**src/rtl/q2_seq_pkg.sv**
```systemverilog
// rtl/q2_seq_pkg.sv - shared types and helpers for the Q2 product sequencer
package q2_seq_pkg;

  typedef enum logic [2:0] {
    IDLE  = 3'd0,
    LOAD  = 3'd1,
    FETCH = 3'd2,
    PROD  = 3'd3,
    ROT   = 3'd4,
    DONE  = 3'd5
  } state_e;

  typedef enum logic {
    OWN_NONSTAB = 1'b0,
    OWN_STAB    = 1'b1
  } owner_e;

  function automatic int calc_idx_w(input int n);
    return (n > 1) ? $clog2(n) : 1;
  endfunction

endpackage

```
**src/rtl/q2_rr_arbiter.sv**
```systemverilog
// rtl/q2_rr_arbiter.sv - two-way round-robin arbiter for Q2 ownership
module q2_rr_arbiter
  import q2_seq_pkg::*;
(
  input  logic       clk,
  input  logic       rst,
  input  logic       req_nonstab,
  input  logic       req_stab,
  input  logic       arb_en,
  input  logic       ptr_upd,
  output logic [1:0] winner
);

  // last_q is the requester served most recently; resetting to stab makes a tie go to nonstab
  owner_e last_q, last_d;
  owner_e served_q, served_d;

  always_comb begin
    winner   = 2'b00;
    served_d = served_q;
    last_d   = last_q;
    if (arb_en) begin
      if (req_nonstab && (!req_stab || last_q == OWN_STAB)) begin
        winner = 2'b01;
      end else if (req_stab) begin
        winner = 2'b10;
      end
    end
    if (winner[1]) begin
      served_d = OWN_STAB;
    end else if (winner[0]) begin
      served_d = OWN_NONSTAB;
    end
    // The pointer only moves once the pass actually completes
    if (ptr_upd) begin
      last_d = served_q;
    end
  end

  always_ff @(posedge clk or posedge rst) begin
    if (rst) begin
      last_q   <= OWN_STAB;
      served_q <= OWN_STAB;
    end else begin
      last_q   <= last_d;
      served_q <= served_d;
    end
  end

endmodule

```
**src/rtl/q2_product_sequencer.sv**
```systemverilog
// rtl/q2_product_sequencer.sv - Q2 product pass sequencer: arbitration, P load, per-column product and rotate
module q2_product_sequencer
  import q2_seq_pkg::*;
#(
  parameter int num_qubit = 4,
  parameter int idx_w     = calc_idx_w(num_qubit)
) (
  input  logic             clk,
  input  logic             rst,
  input  logic             req_nonstab,
  input  logic             req_stab,
  input  logic             q2_ext_busy,
  input  logic             row_valid,
  output logic             grant_nonstab,
  output logic             grant_stab,
  output logic             busy,
  output logic             valid_P_beta,
  output logic             valid_P_stabilizer,
  output logic             row_req,
  output logic [idx_w-1:0] row_idx,
  output logic             ld_prodQ2_from_nonstabilizer,
  output logic             ld_prodQ2_from_stabilizer,
  output logic             rotateLeft_Q2_from_nonstabilizer,
  output logic             rotateLeft_Q2_from_stabilizer,
  output logic             done
);

  localparam logic [idx_w-1:0] LAST_COL = idx_w'(num_qubit - 1);

  state_e           state_q, state_d;
  owner_e           owner_q, owner_d;
  logic [idx_w-1:0] cnt_q, cnt_d;
  logic             grant_ns_q, grant_ns_d, grant_s_q, grant_s_d;
  logic             busy_q, busy_d, load_q, load_d, fetch_q, fetch_d;
  logic             prod_q, prod_d, rot_q, rot_d, done_q, done_d;
  logic             arb_en, ptr_upd;
  logic [1:0]       winner;

  q2_rr_arbiter u_arb (
    .clk        (clk),
    .rst        (rst),
    .req_nonstab(req_nonstab),
    .req_stab   (req_stab),
    .arb_en     (arb_en),
    .ptr_upd    (ptr_upd),
    .winner     (winner)
  );

  always_comb begin
    state_d = state_q;
    owner_d = owner_q;
    cnt_d   = cnt_q;
    arb_en  = 1'b0;
    ptr_upd = 1'b0;
    case (state_q)
      IDLE: begin
        if ((req_nonstab || req_stab) && !q2_ext_busy) begin
          arb_en  = 1'b1;
          owner_d = winner[1] ? OWN_STAB : OWN_NONSTAB;
          state_d = LOAD;
        end
      end
      LOAD: begin
        if (!q2_ext_busy) begin
          cnt_d   = '0;
          state_d = FETCH;
        end
      end
      FETCH: begin
        if (row_valid) begin
          state_d = PROD;
        end
      end
      PROD: begin
        if (!q2_ext_busy) begin
          state_d = ROT;
        end
      end
      ROT: begin
        if (!q2_ext_busy) begin
          if (cnt_q == LAST_COL) begin
            state_d = DONE;
          end else begin
            cnt_d   = cnt_q + idx_w'(1);
            state_d = FETCH;
          end
        end
      end
      DONE: begin
        ptr_upd = 1'b1;
        state_d = IDLE;
      end
      default: state_d = IDLE;
    endcase

    grant_ns_d = (state_d != IDLE) && (owner_d == OWN_NONSTAB);
    grant_s_d  = (state_d != IDLE) && (owner_d == OWN_STAB);
    busy_d     = (state_d != IDLE);
    load_d     = (state_d == LOAD);
    fetch_d    = (state_d == FETCH);
    prod_d     = (state_d == PROD);
    rot_d      = (state_d == ROT);
    done_d     = (state_d == DONE);
  end

  always_ff @(posedge clk or posedge rst) begin
    if (rst) begin
      state_q    <= IDLE;
      owner_q    <= OWN_NONSTAB;
      cnt_q      <= '0;
      grant_ns_q <= 1'b0;
      grant_s_q  <= 1'b0;
      busy_q     <= 1'b0;
      load_q     <= 1'b0;
      fetch_q    <= 1'b0;
      prod_q     <= 1'b0;
      rot_q      <= 1'b0;
      done_q     <= 1'b0;
    end else begin
      state_q    <= state_d;
      owner_q    <= owner_d;
      cnt_q      <= cnt_d;
      grant_ns_q <= grant_ns_d;
      grant_s_q  <= grant_s_d;
      busy_q     <= busy_d;
      load_q     <= load_d;
      fetch_q    <= fetch_d;
      prod_q     <= prod_d;
      rot_q      <= rot_d;
      done_q     <= done_d;
    end
  end

  // Strobes are masked in the same cycle amplitude2 claims Q2; the state holds so they re-fire afterwards
  assign grant_nonstab                    = grant_ns_q;
  assign grant_stab                       = grant_s_q;
  assign busy                             = busy_q;
  assign row_req                          = fetch_q;
  assign row_idx                          = cnt_q;
  assign done                             = done_q;
  assign valid_P_beta                     = load_q && (owner_q == OWN_NONSTAB) && !q2_ext_busy;
  assign valid_P_stabilizer               = load_q && (owner_q == OWN_STAB) && !q2_ext_busy;
  assign ld_prodQ2_from_nonstabilizer     = prod_q && (owner_q == OWN_NONSTAB) && !q2_ext_busy;
  assign ld_prodQ2_from_stabilizer        = prod_q && (owner_q == OWN_STAB) && !q2_ext_busy;
  assign rotateLeft_Q2_from_nonstabilizer = rot_q && (owner_q == OWN_NONSTAB) && !q2_ext_busy;
  assign rotateLeft_Q2_from_stabilizer    = rot_q && (owner_q == OWN_STAB) && !q2_ext_busy;

endmodule

```
**config.mk**
```make
export PLATFORM = sky130hd
export DESIGN_NAME = q2_product_sequencer
export DESIGN_NICKNAME = d
export VERILOG_FILES = /design/src/rtl/q2_seq_pkg.sv /design/src/rtl/q2_rr_arbiter.sv /design/src/rtl/q2_product_sequencer.sv
export SDC_FILE = /design/constraint.sdc
export NUM_CORES = 1
export LEC_CHECK = 0
export BUFFER_PORTS_ARGS = -buffer_cell sky130_fd_sc_hd__buf_2
export CORE_MARGIN = 2
export CORE_UTILIZATION = 46
export CTS_CLUSTER_SIZE = 14
export DETAILED_ROUTE_END_ITERATION = 8
export PLACE_DENSITY = 0.73
export SYNTH_ARGS = -nofsm -noshare
export SYNTH_HDL_FRONTEND = slang
export SYNTH_SLANG_ARGS = --single-unit
export TNS_END_PERCENT = 10
```
**constraint.sdc**
```tcl
create_clock -name clk -period 1.5 [get_ports clk]
set_input_delay 0.3 -clock clk [delete_from_list [all_inputs] [get_ports clk]]
set_output_delay 0.3 -clock clk [all_outputs]
set_load 0.05 [all_outputs]
```
==> results by group <==
Timing
  • Setup WS post-layout: -49.5 ps
  • Final total negative setup slack: -91.8 ps
  • Worst setup skew after layout: 6.90 ps
  • Remaining max-slew budget at the tightest pin: 0.614
  • Unrepaired setup endpoints after global routing: true
  • Worst hold-check slack: 54.6 ps
  • Max-slew violations: 0
  • Fin crit period: 1550 ps
  • Portion of the clock cycle consumed by the worst path in the final layout: 1.03
  • Worst slew pin tran: 579 ps
  • Top achievable clock speed: 645 MHz
  • Final count of hold timing violations: 0
  • Final count of negative-setup-slack endpoints: 4

Logic synthesis
  • Sequential element share of the synthesized area: 0.497
  • Count of yosys warnings during synthesis: 0
  • Fraction of synthesized area in multiplexers: 0.0139
  • Dominant combinational cell family by area after synthesis: simple AND/OR/NAND/NOR gates
  • Share of synthesized cell area in and, or, nand and nor gates: 0.289
  • Post-Synth XOR/XNOR Area: 0
  • Synth cell count leaders: dfrtp_1, nor2_1, and2_1
  • Count of distinct cell types in the synthesized netlist: 35
  • Cell count after synthesis: 76
  • Share of synthesized cell area in full adder, half adder and majority cells: 0.0309
  • Leading cell type by number of instances after synthesis: dfrtp_1
  • Compound-Gate Fraction of Synth Area: 0.102
  • Post-synth top flop: dfrtp_1
  • Mean cell area of the mapped netlist: 10.7 µm²
  • Synth area leaders: dfrtp_1, dfstp_2, and2_1
  • Summed instance area of the synthesized netlist: 811 µm²
  • Area share of the largest cell type after synthesis: 0.432
  • Post-synth EDFFs: 0
  • Fraction of synthesis flops using an asynchronous set or reset pin: 1.00
  • Number of flip-flops and latches in the synthesized netlist: 16
  • Post-synthesis cell type with the largest combined area: dfrtp_1
  • Synthesized netlist net count: 84

CTS
  • Post-CTS clock slew at the launch and capture registers of the worst setup and hold paths: 100 ps
  • Root Buffer: clkbuf_4
  • Clock tree sinks: 16
  • CTS tree: built
  • Source-to-sink clock delay at the later pin of the worst-skew pair: 290 ps
  • Deepest clock path buffer count: 2
  • Post-CTS Repair Setup Buffers: 0
  • Total number of H-tree levels: 1
  • Clock buffers created by TritonCTS: 3

Outcome
  • Failing checks: negative setup slack
  • Run status: finished, violations left

Layout
  • Proportion of layout cells with a drive suffix above 1: 0.510
  • Number of nets at the end of the flow: 111
  • Area grow syn2layout: 34.7%
  • Largest register FFs: 3
  • Antenna fix cells: 0
  • Largest register by flop count: state_q

Detailed routing
  • DRC violation count after routing: 0
  • Residual antenna-violating net count after detailed routing: 0
  • Wirelength, routed: 1.54 mm
  • Number of optimization iterations in the first detailed-route pass: 5
  • DR WL/cell: 13.0 µm
  • Vias per inst: 5.14
  • Initial drt markers: 6
  • Vias post-DR: 612

Place
  • Final GP Congestion: 0.763
  • Hpwl dp: 1.13 mm
  • Number of buffers added on ports: 18

Die
  • Starting density of the core: 0.480
  • Number of ports placed on the die boundary: 19
  • Area inside the core boundary: 1690 µm²
  • Horizontal die dimension: 46.0 µm
  • FP Rows: 15
  • Total Die Area: 2110 µm²
  • Die Height: 46.0 µm

Setup path
  • Data arrival time of the critical path: 1730 ps
  • Delay of the slowest critical-path stage: 490 ps
  • Data required time at the worst endpoint: 1680 ps
  • Category of cells accounting for the largest share of critical-path delay: simple AND/OR/NAND/NOR gates
  • Kind of end point of the critical path: flop
  • Worst setup path category: reg -> reg
  • Crit path cell chain: ha_4, or4b_4, a21oi_4, nor3_2, nor2b_1
  • Buffers & Inverters on Critical Path: 0
  • Cell type of the slowest stage on the worst timing path: or4b_4
  • Startpoint types: flop
  • Maximum fanout along the worst path: 4

Global routing
  • Pin count of the biggest net entering global routing: 17
  • Vias in the first global route: 601
  • Total gr overflow: 0
  • First-pass GRT wire length: 2.52 mm
  • Initial antenna violation count: 0
  • Total global routing track utilization: 0.174

Pwr
  • Leakage Power: 0.529 nW
  • Maximum vdd ir drop: 0.000999 V
  • Cell area power density: 1940 nW/µm²

Flow run
  • MaxCap Viol Count: 0

Hold path
  • Type of the tightest min-delay check: in -> async
==> cells by family after synthesis <==
logic type / Yosys count
adder cells (fa/ha/maj): 2
buffers and inverters: 9
flip-flops: 16
multiplexers: 1
AO/OA/AOI/OAI: 12
AND/OR/NAND/NOR: 36
==> what timing repair did <==
item,in CTS,in global routing
gates resized for setup,16,11
hold buffers,0,0
endpoints found under the hold margin,0,0
pin swaps,1,1
endpoints found under the setup margin,12,15
==> report_power, final <==
part / internal [W] / switching [W] / total, W
Combinational: 0.000435 / 0.000660 / 0.00109
Clock: 0.000148 / 0.000134 / 0.000282
Sequential: 0.000617 / 0.000124 / 0.000741
==> metal layers <==
layer	routed length, µm	track usage	up-vias
met5	0	0	-
met4	12	0.0686	0
met3	74	0.0556	2
met2	837	0.311	15
met1	618	0.187	287
li1	-	-	308
==> per-stage QoR <==
| stage | cells | setup WS [ps] | cell area (µm²) | total power [W] | util |
|---|---|---|---|---|---|
| 4_1_cts | 119 | -52.6 | 1050 | 0.00207 | 0.624 |
| 3_5_place_dp | 115 | -55.4 | 965 | 0.00173 | 0.571 |
| 3_3_place_gp | 115 | -42.5 | 965 | 0.00170 | 0.571 |
| 2_1_floorplan | 76 | -181 | 816 | 0.00150 | - |
| 6_report | 119 | -49.5 | 1090 | 0.00212 | 0.647 |
| 5_1_grt | 119 | -97.3 | 1090 | 0.00227 | 0.647 |
==> worst paths after layout <==
check,start,end,slack [ps],depth (start not counted)
setup / recovery,row_idx[0]$_DFFE_PP0P_,load_q$_DFF_PP0_,-50,5
hold / removal,rst,state_q[2]$_DFF_PP0_,50,2
setup reg to reg,row_idx[0]$_DFFE_PP0P_,load_q$_DFF_PP0_,-50,5
hold reg to reg,u_arb.served_q$_DFFE_PP1P_,u_arb.served_q$_DFFE_PP1P_,560,2
max in group asynchronous,rst,state_q[0]$_DFF_PP0_,1030,2
min in group clk,req_stab,u_arb.served_q$_DFFE_PP1P_,310,3
==> cells in the final DEF (no fill, tap or decap), types with 2 or more instances in the layout <==
cell type  netlist  layout
buf_2            1      12
dfrtp_1         14      10
nor2_1           9       8
buf_4            1       7
buf_6            2       5
inv_1            4       4
and2_1           7       4
dfrtp_2          0       4
nand2_1          3       3
and2_4           0       3
a21oi_1          3       3
clkbuf_4         0       3
nor2b_1          3       2
dfstp_2          2       2
==> cell type report <==
class / instances / area [µm²]
clock buffer: 4 / 36.3
fill: 133 / 597
inverter: 5 / 20.0
multi-input combinational: 51 / 403
sequential: 16 / 408
tap: 17 / 21.3
timing repair buffer: 26 / 204
No activity file was read; power rests on OpenSTA's default activity.
